==> src/rtl/lfsr_pkg.sv <==
// Shared constants and helpers for the multi-channel LFSR source.
// Helpers work on a 64-bit carrier; callers pass the live width.
package lfsr_pkg;

  localparam int unsigned MAXW = 64;
  localparam int unsigned MAXW_L = $clog2(MAXW);

  localparam logic [51:0] LFSR52_TAPS = 52'h8_0000_0000_000D;
  localparam logic [51:0] LFSR52_SEED = 52'hF;

  typedef logic [MAXW-1:0] lfsr_word_t;

  function automatic lfsr_word_t width_mask(
    input int unsigned w
  );
    lfsr_word_t m;
    if (w >= MAXW) m = '1;
    else m = (lfsr_word_t'(1) << w) - lfsr_word_t'(1);
    return m;
  endfunction

  function automatic lfsr_word_t lfsr_step(
    input lfsr_word_t  state,
    input lfsr_word_t  taps,
    input int unsigned w
  );
    lfsr_word_t m;
    lfsr_word_t nxt;
    m   = width_mask(w);
    nxt = {state[MAXW-2:0], ^(state & taps & m)};
    return nxt & m;
  endfunction

  function automatic lfsr_word_t rotl(
    input lfsr_word_t  x,
    input int unsigned n,
    input int unsigned w
  );
    lfsr_word_t r;
    int unsigned j;
    r = '0;
    for (int unsigned i = 0; i < MAXW; i++) begin
      if (i < w) begin
        j = (i + n) % w;
        r[MAXW_L'(j)] = x[MAXW_L'(i)];
      end
    end
    return r;
  endfunction

endpackage

==> src/rtl/lfsr_core.sv <==
// One LFSR channel: state register, step, seed load, zero detect.
// An all-zero step result reloads the channel's default seed.
module lfsr_core
  import lfsr_pkg::*;
#(
  parameter int unsigned WIDTH = 52,
  parameter logic [WIDTH-1:0] TAPS = WIDTH'(LFSR52_TAPS),
  parameter logic [WIDTH-1:0] SEED = WIDTH'(LFSR52_SEED),
  parameter int unsigned CH = 0
) (
  input  logic             clk,
  input  logic             reset,
  input  logic             load_i,
  input  logic [WIDTH-1:0] seed_i,
  input  logic             step_i,
  output logic [WIDTH-1:0] next_o,
  output logic             zero_o
);

  localparam logic [WIDTH-1:0] RST_VAL =
    WIDTH'(rotl(lfsr_word_t'(SEED), CH, WIDTH));

  logic [WIDTH-1:0] state_q;
  logic [WIDTH-1:0] state_d;
  logic [WIDTH-1:0] raw;
  logic [WIDTH-1:0] load_val;
  logic             zero;

  assign raw = WIDTH'(lfsr_step(lfsr_word_t'(state_q),
                                lfsr_word_t'(TAPS), WIDTH));
  assign zero     = (raw == '0);
  assign next_o   = zero ? RST_VAL : raw;
  assign zero_o   = step_i & ~load_i & zero;
  assign load_val = WIDTH'(rotl(lfsr_word_t'(seed_i), CH, WIDTH));

  always_comb begin
    state_d = state_q;
    if (load_i) state_d = load_val;
    else if (step_i) state_d = next_o;
  end

  always_ff @(posedge clk) begin
    if (reset) state_q <= RST_VAL;
    else state_q <= state_d;
  end

endmodule

==> src/rtl/lfsr_rng.sv <==
// Multi-channel LFSR random word source with valid/ready output.
// Channels step in lockstep; a full word stalls on back-pressure.
module lfsr_rng
  import lfsr_pkg::*;
#(
  parameter int unsigned WIDTH = 52,
  parameter logic [WIDTH-1:0] TAPS = WIDTH'(LFSR52_TAPS),
  parameter logic [WIDTH-1:0] SEED = WIDTH'(LFSR52_SEED),
  parameter int unsigned CHANNELS = 1,
  parameter int unsigned SHIFTS_PER_WORD = WIDTH
) (
  input  logic                      clk,
  input  logic                      reset,
  input  logic                      en,
  input  logic                      seed_load,
  input  logic [WIDTH-1:0]          seed_data,
  output logic                      rnd_valid,
  input  logic                      rnd_ready,
  output logic [CHANNELS*WIDTH-1:0] rnd_data,
  output logic                      lock_err
);

  localparam int unsigned CW =
    (SHIFTS_PER_WORD > 1) ? $clog2(SHIFTS_PER_WORD) : 1;
  localparam logic [CW-1:0] CNT_LAST = CW'(SHIFTS_PER_WORD - 1);

  logic [CW-1:0]             cnt_q, cnt_d;
  logic                      valid_q, valid_d;
  logic [CHANNELS*WIDTH-1:0] data_q;
  logic [CHANNELS*WIDTH-1:0] next_all;
  logic [CHANNELS-1:0]       zero_w;
  logic                      lock_q;
  logic [WIDTH-1:0]          seed_sel;
  logic                      last, free, step, publish, fire;

  assign seed_sel = (seed_data == '0) ? SEED : seed_data;
  assign last     = (cnt_q == CNT_LAST);
  assign free     = ~valid_q | rnd_ready;
  assign fire     = valid_q & rnd_ready;
  assign step     = ~seed_load & en & (~last | free);
  assign publish  = ~seed_load & en & last & free;

  for (genvar c = 0; c < CHANNELS; c++) begin : g_ch
    lfsr_core #(
      .WIDTH(WIDTH),
      .TAPS (TAPS),
      .SEED (SEED),
      .CH   (c)
    ) u_core (
      .clk   (clk),
      .reset (reset),
      .load_i(seed_load),
      .seed_i(seed_sel),
      .step_i(step),
      .next_o(next_all[c*WIDTH +: WIDTH]),
      .zero_o(zero_w[c])
    );
  end

  always_comb begin
    cnt_d   = cnt_q;
    valid_d = valid_q;
    if (seed_load) begin
      cnt_d   = '0;
      valid_d = 1'b0;
    end else if (publish) begin
      cnt_d   = '0;
      valid_d = 1'b1;
    end else begin
      if (step) cnt_d = cnt_q + CW'(1);
      if (fire) valid_d = 1'b0;
    end
  end

  always_ff @(posedge clk) begin
    if (reset) begin
      cnt_q   <= '0;
      valid_q <= 1'b0;
      data_q  <= '0;
      lock_q  <= 1'b0;
    end else begin
      cnt_q   <= cnt_d;
      valid_q <= valid_d;
      if (publish) data_q <= next_all;
      if (|zero_w) lock_q <= 1'b1;
    end
  end

  assign rnd_valid = valid_q;
  assign rnd_data  = data_q;
  assign lock_err  = lock_q;

endmodule
==> config.mk <==
export PLATFORM = sky130hd
export DESIGN_NAME = lfsr_rng
export DESIGN_NICKNAME = d
export VERILOG_FILES = /design/src/rtl/lfsr_pkg.sv /design/src/rtl/lfsr_core.sv /design/src/rtl/lfsr_rng.sv
export SDC_FILE = /design/constraint.sdc
export NUM_CORES = 1
export LEC_CHECK = 0
export CORE_ASPECT_RATIO = 0.8
export CORE_UTILIZATION = 40
export DETAILED_ROUTE_END_ITERATION = 8
export PLACE_DENSITY = 0.68
export SLEW_MARGIN = 0
export SYNTH_ARGS = -nofsm -noshare
export SYNTH_HDL_FRONTEND = slang
export SYNTH_HIERARCHICAL = 1
export SYNTH_SLANG_ARGS = --single-unit
==> constraint.sdc <==
create_clock -name clk -period 2 [get_ports clk]
set_clock_uncertainty 0.05 [all_clocks]
set_input_delay 0.4 -clock clk [delete_from_list [all_inputs] [get_ports clk]]
set_output_delay 0.4 -clock clk [all_outputs]
set_load 0.01 [all_outputs]
After elaboration in Yosys (flattened, before gate mapping)

Index checks and enable logic that the tools add are counted.

Bits in registers: 112
Input port bits: 57
Output and inout bits: 54
Logic and storage cells: 32

Add/sub/neg operators: 1
Eq/ne operators: 1
Mux-type cells: 6
Bitwise gates (word level): 12
Reductions and logical operators: 7

Operators by type and width:

| operator              | number |
|---|---|
| $mux W52              | 4 |
| $logic_not A52 Y1     | 2 |
| $reduce_xor A64 Y1    | 1 |
| $and A1 B1 Y1         | 7 |
| $add A6 B1 Y6 const B | 1 |
| $eq A6 B6 Y1 const B  | 1 |
| $reduce_bool A2 Y1    | 2 |
| $not A1 Y1            | 3 |
| $reduce_or A3 Y1      | 1 |
| $mux W1               | 2 |
| $or A1 B1 Y1          | 2 |
| $reduce_or A2 Y1      | 1 |

Depth between registers and ports, before layout

Depth in word-level cells: 6
Gate-level depth with buffers: 9
Mapped depth without buffers: 8

Hierarchy

The synthesis kept the hierarchy.

Modules (own cells, without submodules):

| module    | instances | cells an instance | area each (µm²) | seq. area each (µm²) |
|---|---|---|---|---|
| lfsr_core | 1         | 357               | 2718.9          | 1041.0 |
| lfsr_rng  | 1         | 339               | 2519.9          | 1201.2 |

Least setup slack after synthesis

OpenSTA, ideal clock, no wires.

Kind: reg-to-reg
Start: register cnt_q[0]
End: register g_ch[0].u_core.state_q[20]
Setup time: 128 ps
Data arrival time: 1907 ps
Required time: 1822 ps
Slack: -85 ps
Cell stages (with the launch flop): 10
Path buffers: 2
Period minus slack after synthesis: 2085 ps
Cells stage by stage: dfxtp_1 -> ha_1 -> and2b_1 -> a41oi_2 -> buf_2 -> buf_2 -> mux2i_1 -> nor2_1 -> a21oi_1 -> nor2_1

Word-level cells in the longest chain between the ends: 5

RTL lines:

| item                                | RTL line        | text |
|---|---|---|
| from (decl)                         | lfsr_rng.sv:27  | `logic [CW-1:0] cnt_q, cnt_d;` |
| from (signal assigned)              | lfsr_rng.sv:82  | `cnt_q <= cnt_d;` |
| $eq A6 B6 Y1                        | lfsr_rng.sv:37  | `assign last = (cnt_q == CNT_LAST);` |
| $not A1 Y1                          | lfsr_rng.sv:40  | `assign step = ~seed_load & en & (~last \| free);` |
| $or A1 B1 Y1                        | lfsr_rng.sv:40  |  |
| $and A1 B1 Y1                       | lfsr_rng.sv:40  |  |
| named net step                      | lfsr_rng.sv:34  | `logic last, free, step, publish, fire;` |
| $reduce_bool A2 Y1 (no source line) | -               |  |
| to (signal assigned)                | lfsr_core.sv:44 | `else state_q <= state_d;` |
| to (decl)                           | lfsr_core.sv:23 | `logic [WIDTH-1:0] state_q;` |

The timed path passes the listed nets, and every way through them passes these cells.
A chain may end at the register's enable or synchronous reset.

Worst setup path in the final report

Start: register cnt_q[1]
End: register g_ch[0].u_core.state_q[1]

Same word-level chain as after synthesis.

==> run_results.csv <==
group,metric,value,unit
pwr,p_per_area,675,nW/um^2
logic_synthesis,synth_largest_area_cell,"dfxtp_1",
pwr,leakage,2.60,nW
sta,slew_viol_final,0,
logic_synthesis,synth_top_area_share,42.8,%
sta,hold_viol,0,
sta,grt_setup_unrepaired,"true",
grt,grtUsageTotal,20.7,%
logic_synthesis,ys_types,37,
grt,grt_max_degree,107,
critical_path,crit_end,"g_ch[0].u_core/state_q[1]",
die,rows,37,
clock_network,holdBufCountCts,0,
routing,drc_errors,0,
clock_network,cts_max_path_buffers,2,
grt,antenna_found_initial,0,
routing,vias_per_cell,5.04,
sta,worst_slew_pin_slew,0.507,ns
finish,postLayoutCoreUtil,55.4,%
finish,area_delta_synth_final,35.7,%
clock_network,htree_num_levels,3,
critical_path,cp.depth,8,
grt,grt_pass1_wl,21800,um
sta,fmax,496,MHz
sta,maxSlewHeadroom,65.9,%
finish,fin_cells,928,
critical_path,cp_max_fo,8,
routing,drt_iter0_drc,353,
critical_path,cp-end-kind,"register",
die,initial_core_util,40.9,%
die,coreArea,12800,um^2
critical_path,r2r_slack,-0.02,ns
place,numPortBuffers,110,
finish,antenna_cells,0,
routing,vias,4680,
min_path,hp-class,"in2reg",
critical_path,crit_buf_inv,2,
die,dieArea,13600,um^2
pwr,worst_ir_drop_vdd,0.000438,V
place,place.gp.congestion,0.829,
die,die_w,130,um
critical_path,crit_family,"compound AO/OA/AOI/OAI gates",
critical_path,crit_path_top_delay_cell,"dfxtp_2",
logic_synthesis,synth.area.top_cells,"dfxtp_1 43%, a21oi_1 9.6%, mux2i_1 9.4%",
critical_path,r2r_start,"cnt_q[1]",
logic_synthesis,yosysWarnings,6,
clock_network,cts_tree,"yes",
logic_synthesis,ys_ff_latch,112,
clock_network,numCtsBuffers,9,
sta,fin_setup_tns,-0.0163,ns
outcome,status,"finished with violations",
logic_synthesis,netlist_instances,696,
critical_path,crit_path_start,"cnt_q[1]",
routing,first_pass_iters,5,
routing,detail_route.wl_per_cell,15.2,um
sta,period_share,101,%
logic_synthesis,synth_area,5240,um^2
finish,layout_common_cells,"110 x nand2_1, 110 x dfxtp_1, 107 x clkdlybuf4s50_1",
critical_path,required,2.19,ns
clock_network,clock_sinks,112,
finish,nNetsFinal,806,
clock_network,path_clk_slew,0.07,ns
critical_path,crit_chain,"ha_4, and2b_2, a41oi_4, buf_12, buf_4, nor2b_1, a211o_2, o32a_2",
die,ios,111,
clock_network,root_buffer,"clkbuf_16",
sta,final.min_clock_period,2.02,ns
run,maxCapViolations,0,
routing,totalWireLength,14100,um
critical_path,critPathMaxStageDelay,0.35,ns
grt,grt_pass1_vias,4442,
routing,antenna_left,0,
place,placed_cells,902,
die,die_h,104,um
logic_synthesis,yosysSeqAreaShare,42.8,%
critical_path,reg2reg_to,"g_ch[0].u_core/state_q[1]",
logic_synthesis,syn_nets,754,
critical_path,crit_type,"reg2reg",
sta,worst_slack,-0.0155,ns
place,pre_cts_ws,-0.546,ns
logic_synthesis,avgSynthCellArea,7.53,um^2
sta,setup-violations-final,2,
outcome,violations,"negative setup slack",
critical_path,arrival,2.21,ns
finish,layout-drive-gt1-share,15.1,%
critical_path,startpoint_type,"register",
grt,grt-ovfl-total,0,
critical_path,ff2ff_path_depth,8,
clock_network,clock_latency,0.35,ns
place,dp_hpwl,9290,um
-- per-stage QoR --
step	power (W)	area [um^2]	hold slack, ns
2_1_floorplan	0.00274	5250	0.422
3_3_place_gp	0.00295	6510	0.394
3_5_place_dp	0.00296	6510	0.398
4_1_cts	0.00479	6880	0.408
5_1_grt	0.00499	7110	0.374
6_report	0.00480	7110	0.344
-- worst min-delay path by stage --
stage / start / endpoint / depth (start not counted) / slack, ns
after floorplan: cnt_q[5] / cnt_q[5] / 2 / 0.42
after global placement: rnd_data[7] / rnd_data[7] / 2 / 0.39
after detailed placement: rnd_data[6] / rnd_data[6] / 2 / 0.40
after CTS: rnd_data[6] / rnd_data[6] / 2 / 0.41
after global routing: en / rnd_valid / 3 / 0.37
final: en / rnd_valid / 3 / 0.34
-- registers in the layout, summed over array words and instances (netlist names) --
name / cells
g_ch.u_core/state_q: 52
rnd_valid: 1
rnd_data: 52
cnt_q: 6
lock_err: 1
-- per-layer routing --
layer | part of all wire, % | track usage, %
met1 | 47 | 26.9
met3 | 5.7 | 5.45
met2 | 46 | 32.1
met5 | 0 | 0
met4 | 1.9 | 8.72
-- cells in the mapped netlist, drive strengths merged --
cell type,n
a211o,3
a211oi,1
a21boi,1
a21oi,100
a311o,1
a41oi,1
and2,2
and2b,2
and3,1
and3b,1
and4,1
buf,19
clkbuf,118
dfxtp,112
ha,1
inv,2
mux2i,49
nand2,110
nand2b,3
nand3,4
nand4,9
nor2,104
nor2b,3
nor4,29
o32a,3
o41a,1
or2,8
or3,1
xnor2,2
xor2,3
xor3,1
-- cell type report --
type,instances,area (um^2)
sequential,112,2240
multi-input combinational,445,2530
fill,1137,5710
clock buffer,10,229
inverter,2,7.51
tap,175,219
timing repair buffer,178,1820
clock inverter,6,67.6
-- cell families (layout without fill, tap and decap cells) --
logic type      count (synthesis)  count (layout)  share of synthesized area [%]
mux                            49              49                           9.36
simple gates                  278             278                           23.5
buf+inv                       139             196                           11.1
flops                         112             112                           42.8
fa+ha+maj                       1               1                          0.239
compound gates                111             111                           11.7
xor+xnor                        6               6                           1.29
-- worst register-to-register path, stage by stage, from the launching register on --
cell and delay [ns]:
dfxtp_2 0.35, ha_4 0.16, and2b_2 0.22, a41oi_4 0.26, buf_12 0.18, buf_4 0.17
nor2b_1 0.07, a211o_2 0.27, o32a_2 0.17
-- report_power, final --
group	switching, W	internal [W]
logic	0.000280	0.000339
registers	0.0000737	0.00229
clock network	0.000837	0.000979
total	0.00119	0.00361
-- repair_timing --
item                                    CTS  global route
pin swaps                                 0             9
cloned                                    1             5
endpoints found under the setup margin   17            55
buffers inserted                          1             3
resized for setup                         5            18
Power figures use the tool's default switching activity.
